### src/rtl/fir_coeff_sequencer.sv
`default_nettype none
// ============================================================================
// fir_coeff_sequencer: shadow/active 5x5 FIR kernel banks, swapped one tap per
// cycle after the first vsync rise following a commit. Option: FIR_COEFF_READBACK_EN
// Revision: 1.0
// ============================================================================
module fir_coeff_sequencer #(
    parameter int COEFF_NUM  = 25,
    parameter int COEFF_W    = 16,
    parameter int FRAC_W     = 12,
    parameter int ADDR_W     = 5,
    parameter int CENTER_IDX = 12
) (
    input  logic                         clk,
    input  logic                         rst,
    input  logic                         wr_en_i,
    input  logic [ADDR_W-1:0]            wr_addr_i,
    input  logic [COEFF_W-1:0]           wr_data_i,
    output logic                         wr_ready_o,
    input  logic                         commit_i,
    input  logic                         vs_i,
    output logic [COEFF_NUM*COEFF_W-1:0] coeff_o,
    output logic                         pending_o,
    output logic                         swap_done_o,
`ifdef FIR_COEFF_READBACK_EN
    input  logic [ADDR_W-1:0]            rd_addr_i,
    output logic [COEFF_W-1:0]           rd_data_o,
`endif
    output logic                         overrun_o
);

    localparam logic [1:0] c_IDLE    = 2'd0;
    localparam logic [1:0] c_PENDING = 2'd1;
    localparam logic [1:0] c_COPY    = 2'd2;
    localparam logic [1:0] c_DONE    = 2'd3;

    localparam logic [ADDR_W:0]    c_NUM  = (ADDR_W+1)'(COEFF_NUM);
    localparam logic [ADDR_W-1:0]  c_LAST = ADDR_W'(COEFF_NUM - 1);
    localparam logic [COEFF_W-1:0] c_ONE  = COEFF_W'(1 << FRAC_W);

    logic [1:0]         state_q, state_d;
    logic [ADDR_W-1:0]  idx_q;
    logic               vs_q;
    logic               commit_q;
    logic               overrun_q;
    logic [COEFF_W-1:0] shadow_q [COEFF_NUM];
    logic [COEFF_W-1:0] active_q [COEFF_NUM];

    logic w_vs_rise;
    logic w_vs_fall;
    logic w_wr_accept;
    logic w_commit_accept;

    assign w_vs_rise       = vs_i & ~vs_q;
    assign w_vs_fall       = vs_q & ~vs_i;
    assign w_wr_accept     = wr_en_i & wr_ready_o & ({1'b0, wr_addr_i} < c_NUM);
    assign w_commit_accept = commit_i & (state_q != c_PENDING);

    always_ff @(posedge clk) begin
        if (rst) begin
            state_q <= c_IDLE;
        end else begin
            state_q <= state_d;
        end
    end

    always_comb begin
        state_d = state_q;
        case (state_q)
            c_IDLE:    if (commit_i) state_d = c_PENDING;
            c_PENDING: if (w_vs_rise) state_d = c_COPY;
            c_COPY:    if (idx_q == c_LAST) state_d = c_DONE;
            c_DONE:    state_d = (commit_q | commit_i) ? c_PENDING : c_IDLE;
            default:   state_d = c_IDLE;
        endcase
    end

    always_comb begin
        wr_ready_o  = (state_q != c_COPY);
        pending_o   = (state_q == c_PENDING) || (state_q == c_COPY) ||
                      ((state_q == c_DONE) && commit_q);
        swap_done_o = (state_q == c_DONE);
    end

    // A commit seen during COPY/DONE is remembered and re-arms the swap.
    always_ff @(posedge clk) begin
        if (rst) begin
            vs_q      <= 1'b1;
            idx_q     <= '0;
            commit_q  <= 1'b0;
            overrun_q <= 1'b0;
        end else begin
            vs_q <= vs_i;
            if ((state_q == c_PENDING) && w_vs_rise) begin
                idx_q <= '0;
            end else if (state_q == c_COPY) begin
                idx_q <= idx_q + ADDR_W'(1);
            end
            if (state_q == c_DONE) begin
                commit_q <= 1'b0;
            end else if ((state_q == c_COPY) && commit_i) begin
                commit_q <= 1'b1;
            end
            if ((state_q == c_COPY) && w_vs_fall) begin
                overrun_q <= 1'b1;
            end else if (w_commit_accept) begin
                overrun_q <= 1'b0;
            end
        end
    end

    always_ff @(posedge clk) begin
        if (rst) begin
            for (int k = 0; k < COEFF_NUM; k++) begin
                shadow_q[k] <= (k == CENTER_IDX) ? c_ONE : '0;
                active_q[k] <= (k == CENTER_IDX) ? c_ONE : '0;
            end
        end else begin
            if (w_wr_accept) begin
                shadow_q[wr_addr_i] <= wr_data_i;
            end
            if (state_q == c_COPY) begin
                active_q[idx_q] <= shadow_q[idx_q];
            end
        end
    end

    assign overrun_o = overrun_q;

    for (genvar k = 0; k < COEFF_NUM; k++) begin : g_pack
        assign coeff_o[k*COEFF_W +: COEFF_W] = active_q[k];
    end

`ifdef FIR_COEFF_READBACK_EN
    always_ff @(posedge clk) begin
        if (rst) begin
            rd_data_o <= '0;
        end else begin
            rd_data_o <= ({1'b0, rd_addr_i} < c_NUM) ? active_q[rd_addr_i] : '0;
        end
    end
`endif

endmodule
`default_nettype wire

### config.mk
export PLATFORM = sky130hd
export DESIGN_NAME = fir_coeff_sequencer
export DESIGN_NICKNAME = d
export VERILOG_FILES = /design/src/rtl/fir_coeff_sequencer.sv
export SDC_FILE = /design/constraint.sdc
export NUM_CORES = 1
export LEC_CHECK = 0
export BUFFER_PORTS_ARGS = -buffer_cell sky130_fd_sc_hd__buf_2
export CAP_MARGIN = 20
export CORE_MARGIN = 3
export CORE_UTILIZATION = 63
export DETAILED_ROUTE_END_ITERATION = 6
export GPL_ROUTABILITY_DRIVEN = 0
export GPL_TIMING_DRIVEN = 0
export HOLD_SLACK_MARGIN = 0.05
export PLACE_DENSITY = 0.85
export SYNTH_ARGS = -nofsm -noshare
export SYNTH_HDL_FRONTEND = slang
export SYNTH_SLANG_ARGS = --single-unit
export TNS_END_PERCENT = 30
### constraint.sdc
create_clock -name clk -period 6.7 [get_ports clk]
set_input_delay 0.67 -clock clk [delete_from_list [all_inputs] [get_ports clk]]
set_output_delay 0.67 -clock clk [all_outputs]
set_load 0.01 [all_outputs]
# Word level (Yosys, flattened, before mapping)
# Memory sizes are Yosys's and may differ from the RTL's. A register that Yosys moved wholly into a read port is not among the register bits.
# Cells that the tools add are included.
[totals]
memories = 2
inputBits = 26
mem_bits_ro = 0
ff_bits = 10
output_inout_bits = 404
mem_bits_rw = 800
latch_bits = 0
[op_classes]
eq_ne = 9
multipliers = 0
shifts = 0
muxes = 23
magnitude_cmp = 1
bitwise_logic = 8
reduce_logical = 13
div_mod_pow = 0
n_addsub = 1
[memory_table]
columns = ["name", "depth", "word_bits", "rd", "rd_clocked_by_memory_dff", "wr", "line_no", "rtl"]
rows = [
  ["active_q", 25, 16, 25, 0, 25, "47", "logic [COEFF_W-1:0] active_q [COEFF_NUM];"],
  ["shadow_q", 25, 16, 1, 1, 25, "46", "logic [COEFF_W-1:0] shadow_q [COEFF_NUM];"],
]
[ops]
columns = ["cell", "n"]
rows = [
  ["$mux 16", 2],
  ["$reduce_or 16->1", 2],
  ["$mux 5", 4],
  ["$mux 1", 13],
  ["$ne 2x2->1 const B", 4],
  ["$pmux 2 s4", 1],
  ["$mux 2", 3],
  ["$add 5x1->5 const B", 1],
  ["$and 1x1->1", 5],
  ["$eq 5x5->1 const B", 1],
  ["$lt 5x5->1 const B", 1],
  ["$eq 2x2->1 const B", 2],
  ["$logic_and 1x1->1", 4],
  ["$reduce_or 2->1", 2],
  ["$reduce_and 3->1", 1],
  ["$eq 2x1->1 const B", 1],
  ["$logic_not 2->1", 1],
  ["$logic_or 1x1->1", 2],
  ["$ne 2x1->1 const B", 1],
  ["$not 1->1", 2],
  ["$reduce_bool 2->1", 1],
  ["$or 1x1->1", 1],
]

# Logic depth before layout (Yosys ltp)
# Gate-level depths: netlist (run 1).
[logic_depth]
depth_word = 8
mapped_depth = 10
mapped_depth_nobuf = 7

# Worst setup path before layout (run 1)
# OpenSTA, ideal clock, no wires.
[synth_path]
path_kind = "reg2reg"
start = "reg state_q[0]"
end = "mem shadow_q[0][0], enable pin"
slack_ns = 4.167
path_buffers = 2
setup_ns = 0.334
t_arrival_ns = 2.199
stages_incl_launch_ff = 9
cell_sequence = "dfxtp_1 > inv_1 > ha_1 > buf_2 > or3b_1 > or3_1 > clkbuf_1 > nor2_1 > or2_2"
[synth_lines]
columns = ["element", "line_no", "rtl"]
rows = [
  ["from (decl)", "41", "logic [1:0] state_q, state_d;"],
  ["from (signal assigned)", "61", "state_q <= c_IDLE;"],
  ["from (signal assigned)", "63", "state_q <= state_d;"],
  ["to (decl)", "46", ""],
]

==> reports/qor.yml, run 1 <==
worst_setup_path:
  arrival_ns: 4.15
  worst_path_most_repeated_cell: "clkbuf_1"
  end_kind: "flop"
  critPathMaxStageDelay_ns: 0.64
  timing.rr.end: "active_q[10][1]$_SDFFCE_PN0P_"
  reg2reg_depth: 9
  start_kind: "flop"
  critical-path-top-delay-family: "buffers and inverters"
  rrSetupSlack_ns: 2.91
  crit_buf_inv: 4
  setup.worst_path.class: "reg2reg"
  crit_chain: "nor2b_1, clkbuf_1, clkbuf_1, a22oi_1, a21oi_1, or4_1, buf_2, buf_6, nor2_1"
  critPathSlowestCell: "clkbuf_1"
  cp_max_fo: 10
  cp_data_required_time_ns: 7.06
clocking:
  htreeDepth: 3
  cts_sinks: 927
  cts_resized: 0
  cts_setup_buffers: 0
  cts_inserted_buffers: 90
  cts.path.max_buffers: 3
  clkLatencyLatePin_ns: 0.67
  path_clk_slew_ns: 0.06
  root_buffer: "clkbuf_16"
  holdBufCountCts: 0
  cts_tree: "built"
power:
  ir_worst_vdd_v: 0.000254
  leakage_uw: 0.0167
  cellPowerDensity_nw_per_um2: 308
placed_design:
  dp_hpwl_mm: 78.7
  portBuffers: 429
global_route:
  antenna_found_initial: 6
  grt_util_all_layers: 0.358
  overflow: 0
  grt_pass1_wl_mm: 163
  grt_pass1_vias: 24800
  grt_max_degree: 17
detailed_routing:
  drt_first_pass_iters: 6
  wl_per_cell_um: 28.0
  postRouteAntennaNets: 0
  vias_per_cell: 6.23
  drc: 0
  drt_iter0_markers: 3655
  vias: 25300
  totalWireLength_mm: 114
floorplanning:
  ioPinCount: 430
  die_w_um: 251
  start_util: 0.640
  rows: 89
  dieArea_um2: 63200
  die_h_um: 251
  fp.coreArea_um2: 59200
cells_and_area:
  nFillCells: 3353
  mostFrequentLayoutCells: "edfxtp_1 (912), buf_2 (446), nor2_1 (430), and2_1 (403), mux2i_1 (257)"
  nets: 3250
  drive_above_1_share: 0.206
  layout_commonest_cell: "edfxtp_1"
  syn2layout_area_growth_pct: 17.1
synthesis:
  avgSynthCellArea_um2: 14.7
  synth-seq-cells: 927
  yosysSeqAreaShare: 0.730
  yosysWarnings: 0
  netlist_area_um2: 37900
  syn_inst: 2583
  synth_cell_type_count: 43
sta:
  fmax_mhz: 264
  setup_violations: 0
  clock_skew_ns: 0.0505
  tns_ns: 0
  rsz0062_at_grt: "no"
  period_needed_ns: 3.79
  hold_viol: 0
  finalMaxSlewViolations: 0
  tightest_slew_ns: 1.00
  whs_ns: 0.272
  post-route-period-util: 0.565
  relSlewSlack: 0.330
status:
  outcome: "complete, no violations"
flow_run:
  maxCapViolCount: 0
min_path:
  hold_class: "in2reg"
  holdPathStages: 2
  worstHoldEndpoint: "vs_q$_SDFF_PP1_"
  min_from: "vs_i"
[worst register-to-register path, stage by stage (launching register included)]
cell and delay (ns):
dfxtp_1 0.40, nor2b_1 0.15, clkbuf_1 0.64, clkbuf_1 0.63, a22oi_1 0.23, a21oi_1 0.50, or4_1 0.27, buf_2 0.33
buf_6 0.24, nor2_1 0.07
[sequential cells by signal, indices dropped and copies added, names as in the netlist, named ones only]
name	flops
shadow_q	512
active_q	400
idx_q	5
state_q	2
commit_q	1
overrun_o	1
vs_q	1
[how the worst max path moves through the flow]
| stage | from | to | cells after the start |
|---|---|---|---|
| 2_1_floorplan | state_q[0]$_SDFFE_PP0P_ | shadow_q[0][0]$_SDFFCE_PN0P_ | 8 |
| 6_report | flop | active_q[10][1]$_SDFFCE_PN0P_ | 9 |
| 5_1_grt | flop | active_q[3][14]$_SDFFCE_PN0P_ | 9 |
| 3_5_place_dp | flop | active_q[24][10]$_SDFFCE_PN0P_ | 8 |
| 4_1_cts | flop | active_q[1][14]$_SDFFCE_PN0P_ | 8 |
| 3_3_place_gp | flop | active_q[3][14]$_SDFFCE_PN0P_ | 8 |
[cells in the mapped netlist, drive strengths merged]
cell | instances | area (um^2)
xnor2 | 1 | 8.76
a222oi | 1 | 10.0
nor3 | 2 | 10.0
nand4b | 1 | 8.76
conb | 1 | 3.75
a21oi | 67 | 335
clkbuf | 120 | 455
nand3 | 1 | 5.00
buf | 89 | 754
nand2b | 27 | 169
and3b | 1 | 8.76
nand4 | 3 | 18.8
edfxtp | 912 | 27400
a31o | 1 | 8.76
a22oi | 128 | 961
nand3b | 3 | 22.5
nor2b | 2 | 12.5
a211oi | 1 | 7.51
o21bai | 1 | 7.51
and4b | 1 | 10.0
ha | 8 | 100
or4 | 16 | 120
nand2 | 29 | 109
nor2 | 439 | 1670
o21ai | 3 | 15.0
mux2i | 257 | 2570
a21o | 1 | 7.51
inv | 7 | 26.3
xor2 | 3 | 26.3
and2 | 403 | 2520
nor3b | 3 | 22.5
or3 | 5 | 31.3
dfxtp | 15 | 300
or3b | 4 | 35.0
or2 | 27 | 169
[area by class of cell]
class | count | area, um^2 | share of cell area
Timing Repair Buffer | 430 | 2160 | 0.0486
Antenna cell | 6 | 15.0 | 0.000338
Tap cell | 773 | 967 | 0.0218
Clock inverter | 53 | 562 | 0.0127
Buffer | 209 | 1210 | 0.0272
Multi-Input combinational cell | 1551 | 9430 | 0.212
Inverter | 7 | 26.3 | 0.000592
Sequential cell | 927 | 27700 | 0.623
Clock buffer | 112 | 2350 | 0.0530
[per-stage QoR]
| step | cells | total power [uW] | utilization | area (um^2) | worst slack [ns] |
|---|---|---|---|---|---|
| 6_report | 4068 | 13700 | 0.750 | 44400 | 2.91 |
| 5_1_grt | 4066 | 13900 | 0.750 | 44400 | 3.00 |
| 4_1_cts | 4061 | 13500 | 0.749 | 44400 | 3.08 |
| 3_5_place_dp | 3896 | 8610 | 0.700 | 41500 | 3.12 |
| 3_3_place_gp | 3896 | 8550 | 0.700 | 41500 | 3.21 |
| 2_1_floorplan | 2694 | 7760 | - | 38300 | 4.17 |
[cell families after synthesis]
kind of cell,after synthesis,share of synthesized area
simple gates,967,0.130
flops,927,0.730
mux,257,0.0678
buf+inv,216,0.0326
compound gates,203,0.0357
fa+ha+maj,8,0.00264
xor+xnor,4,0.000924
other cells,1,0.0000989
[where the power goes]
group,internal (uW),switching [uW],leakage [uW]
Clock,2860,2210,0.00142
Sequential,6630,102,0.00947
Combinational,490,1390,0.00583
[routing by layer]
layer	global-route usage	part of all wire
met1	0.432	0.32
met2	0.570	0.47
met3	0.0946	0.13
met4	0.243	0.081
met5	0	0.000061
No activity file was read; power rests on OpenSTA's default activity.
==> run 2, diff against run 1 <==
--- a/config.mk
+++ b/config.mk
@@ -5,15 +5,16 @@
 export SDC_FILE = /design/constraint.sdc
 export NUM_CORES = 1
 export LEC_CHECK = 0
+export ABC_AREA = 1
 export BUFFER_PORTS_ARGS = -buffer_cell sky130_fd_sc_hd__buf_2
 export CAP_MARGIN = 20
 export CORE_MARGIN = 3
-export CORE_UTILIZATION = 63
+export CORE_UTILIZATION = 53
 export DETAILED_ROUTE_END_ITERATION = 6
 export GPL_ROUTABILITY_DRIVEN = 0
 export GPL_TIMING_DRIVEN = 0
 export HOLD_SLACK_MARGIN = 0.05
-export PLACE_DENSITY = 0.85
+export PLACE_DENSITY = 0.76
 export SYNTH_ARGS = -nofsm -noshare
 export SYNTH_HDL_FRONTEND = slang
 export SYNTH_SLANG_ARGS = --single-unit
==> constraint.sdc (replaced) <==
create_clock -name clk -period 3.2 [get_ports clk]
set_input_delay 0.32 -clock clk [delete_from_list [all_inputs] [get_ports clk]]
set_output_delay 0.32 -clock clk [all_outputs]
set_load 0.01 [all_outputs]
==> run 2 against run 1 <==
  * The run now ends with design-rule violations, negative setup slack left
  * Via count is 11% higher
  * Critical endpoint is now active_q[18][11]$_SDFFCE_PN0P_
  * Sequential power increased by 110%
  * Largest power group unchanged
  * Sequential share of layout area grew 0.13 points
  * Clock skew shrank 0.029 ns
  * Final cell count is 21% higher
  * Largest cell class unchanged
  * Register-to-register slack got worse by 2.9 ns
  * Total power increased by 110%
  * Fmax grew 18%
  * Area after synthesis is 1.5% lower
  * Clock-buffer cell count up 1
  * Combinational power rose to 2.6 times the previous value
==> reports/qor.yml, run 2 <==
worst_setup_path:
  start_kind: "flop"
  arrival_ns: 3.61  # -0.54 ns
  cp_data_required_time_ns: 3.59  # -3.47 ns
  critical-path-top-delay-family: "buffers and inverters"
  critPathMaxStageDelay_ns: 0.51  # -0.13 ns
  crit_buf_inv: 3  # -1
  critPathSlowestCell: "clkbuf_1"
  worst_path_most_repeated_cell: "nand3_1"
  setup.worst_path.class: "reg2reg"
  cp_max_fo: 10  # unchanged
  crit_chain: "buf_2, clkbuf_1, nand3_1, nand3_1, nand2_1, nand2_1, nand3_1, nand2_2, buf_2, nor2_1"
  end_kind: "flop"
floorplanning:
  start_util: 0.540  # -0.100
  die_w_um: 272  # +8.0%
  dieArea_um2: 73700  # +17%
  rows: 96  # +7.9%
  ioPinCount: 430  # unchanged
  fp.coreArea_um2: 69200  # +17%
  die_h_um: 272  # +8.0%
detailed_routing:
  drc: 26  # +26
  wl_per_cell_um: 23.9  # -14%
  drt_first_pass_iters: 7  # +1
  vias_per_cell: 5.72  # -8.2%
  drt_iter0_markers: 4473  # +22%
  vias: 28200  # +11%
  totalWireLength_mm: 118  # +3.5%
  postRouteAntennaNets: 0  # unchanged
sta:
  fmax_mhz: 310  # +18%
  finalMaxSlewViolations: 0  # unchanged
  setup_violations: 13  # +13
  tightest_slew_ns: 1.37  # +0.365 ns
  post-route-period-util: 1.01  # +0.442
  relSlewSlack: 0.0871  # -0.243
  rsz0062_at_grt: "yes"
  hold_viol: 0  # unchanged
  period_needed_ns: 3.22  # -0.565 ns
  clock_skew_ns: 0.0211  # -0.0295 ns
  setup_slack_ns: -0.0229  # -2.94 ns
  tns_ns: -0.148  # -0.148 ns
  whs_ns: 0.397  # +0.125 ns
clocking:
  htreeDepth: 3  # unchanged
  path_clk_slew_ns: 0.06  # about the same
  cts_inserted_buffers: 91  # +1.1%
  cts_sinks: 927  # unchanged
  cts_tree: "built"
  cts_setup_buffers: 0  # unchanged
  root_buffer: "clkbuf_16"
  cts.path.max_buffers: 3  # unchanged
  clkLatencyLatePin_ns: 0.66  # about the same
cells_and_area:
  layout_commonest_cell: "edfxtp_1"
  nets: 3951  # +22%
  reg_top3: "shadow_q (512), active_q (400), idx_q (5)"
  drive_above_1_share: 0.189  # -0.0170
  design_area_um2: 44300  # -0.20%
  largest_reg_flops: 512  # unchanged
  largest-register: "shadow_q"
  mostFrequentLayoutCells: "edfxtp_1 (912), nor2_1 (820), nand2_1 (701), buf_2 (535), nand3_1 (425)"
  syn2layout_area_growth_pct: 18.6
  instances_no_fill: 4922  # +21%
power:
  ir_worst_vdd_v: 0.000442  # +74%
  p_sw_frac: 0.295  # +0.0241
  clkPwrFrac: 0.352  # -0.018
  p_comb_frac: 0.167  # +0.030
  intPower_uw: 20600  # +110%
  seqPwrFrac: 0.481  # -0.011
  cellPowerDensity_nw_per_um2: 660  # +110%
  power_switching_uw: 8610  # +130%
  leakage_uw: 0.0179  # +7.0%
synthesis:
  yosysWarnings: 0  # unchanged
  synth-edff-count: 912  # unchanged
  netlist_top_cells_count: "edfxtp_1 (912), nor2_1 (820), nand2_1 (745), nand3_1 (425), buf_2 (107)"
  avgSynthCellArea_um2: 11.4  # -22%
  synth_most_common_cell: "edfxtp_1"
  yosysTopAreaCell: "edfxtp_1"
  synth_top_area_frac: 0.733  # +0.0108
  async_reset_ff_frac: 0  # unchanged
  netlist_area_um2: 37400  # -1.5%
  syn_inst: 3264  # +26%
  ys.flop_type: "edfxtp_1"
  yosysSeqAreaShare: 0.741  # +0.0109
  ys_top_cells_by_area: "edfxtp_1 (73%), nor2_1 (8.2%), nand2_1 (7.5%), nand3_1 (5.7%), buf_2 (1.4%)"
  synth_cell_type_count: 27  # -37%
  synth-seq-cells: 927  # unchanged
global_route:
  grt_max_degree: 17  # unchanged
  overflow: 0  # unchanged
  grt_util_all_layers: 0.310  # -0.0473
  grt_pass1_vias: 25700  # +3.7%
  grt_pass1_wl_mm: 167  # +2.2%
  antenna_found_initial: 2  # -4
placed_design:
  dp.cells: 4735  # +22%
  portBuffers: 428  # -0.23%
  dp_hpwl_mm: 83.6  # +6.2%
  postPlaceCellArea_um2: 41100  # -0.86%
flow_run:
  maxCapViolCount: 0  # unchanged
min_path:
  hold_class: "in2reg"
status:
  outcome: "finished, violations left"
  violations: "design-rule violations, negative setup slack"
[run 2: area by class of cell]
type                    instances  area, um^2
plain buffers                 229        1030
repair buffers                449        2360
fillers                      5194       24900
well taps                     931        1160
inverters                      52         195
flip-flops and latches        927       27700
diodes                          3        7.51
clock buffers                 113        2360
clock inverters                51         440
multi-input cells            2167        9070
[run 2: through the flow]
stage | setup slack, ns | utilization | total power (uW)
after floorplan | 0.690 | - | 16800
after global placement | -0.258 | 0.594 | 18900
after detailed placement | -0.343 | 0.594 | 18900
after CTS | 0.00551 | 0.638 | 29000
after global routing | -0.113 | 0.640 | 29900
final | -0.0229 | 0.641 | 29200
[run 2: repair_timing]
action,4_1_cts,5_1_grt
gates resized for setup,24,48
hold endpoints to repair,116,0
hold buffers,19,0
endpoints found under the setup margin,374,716
[run 2: path summary, 6_finish.rpt]
check	from	to	slack, ns	cells after the start
worst max-delay path	flop	active_q[18][11]$_SDFFCE_PN0P_	-0.02	10
worst min-delay path	wr_addr_i[0]	shadow_q[20][15]$_SDFFCE_PN0P_	0.40	4
worst max register to register	flop	active_q[18][11]$_SDFFCE_PN0P_	-0.02	10
worst min register to register	overrun_o$_SDFFE_PP0P_	overrun_o$_SDFFE_PP0P_	0.48	2
[run 2: tightest hold or removal path, stage by stage]
cell and delay, ns:
buf_2 0.15, nor2_1 0.11, nand2_2 0.22, nor2_1 0.06
[run 2: cell families after synthesis]
kind of cell	share of synthesized area
and+or+nand+nor	0.221
DFF	0.741
buffers and inverters	0.0325
AOI/OAI and AO/OA	0.00238
adders and majority gates	0.00268
other	0.000100
[run 2: per-layer routing]
metal | vias to the layer above | GRT usage | part of all wire
li1 | 12200 | - | -
met1 | 13300 | 0.380 | 0.33
met2 | 2229 | 0.507 | 0.47
met3 | 426 | 0.0746 | 0.13
met4 | 0 | 0.175 | 0.067
met5 | - | 0 | 0
[run 2: power groups by stage]
stage	logic, uW	clock network (uW)	registers (uW)
floorplan	2450	0	14400
global placement	4570	0	14300
detailed placement	4640	0	14300
CTS	4690	10200	14100
global route	5080	10700	14100
finish	4890	10300	14100
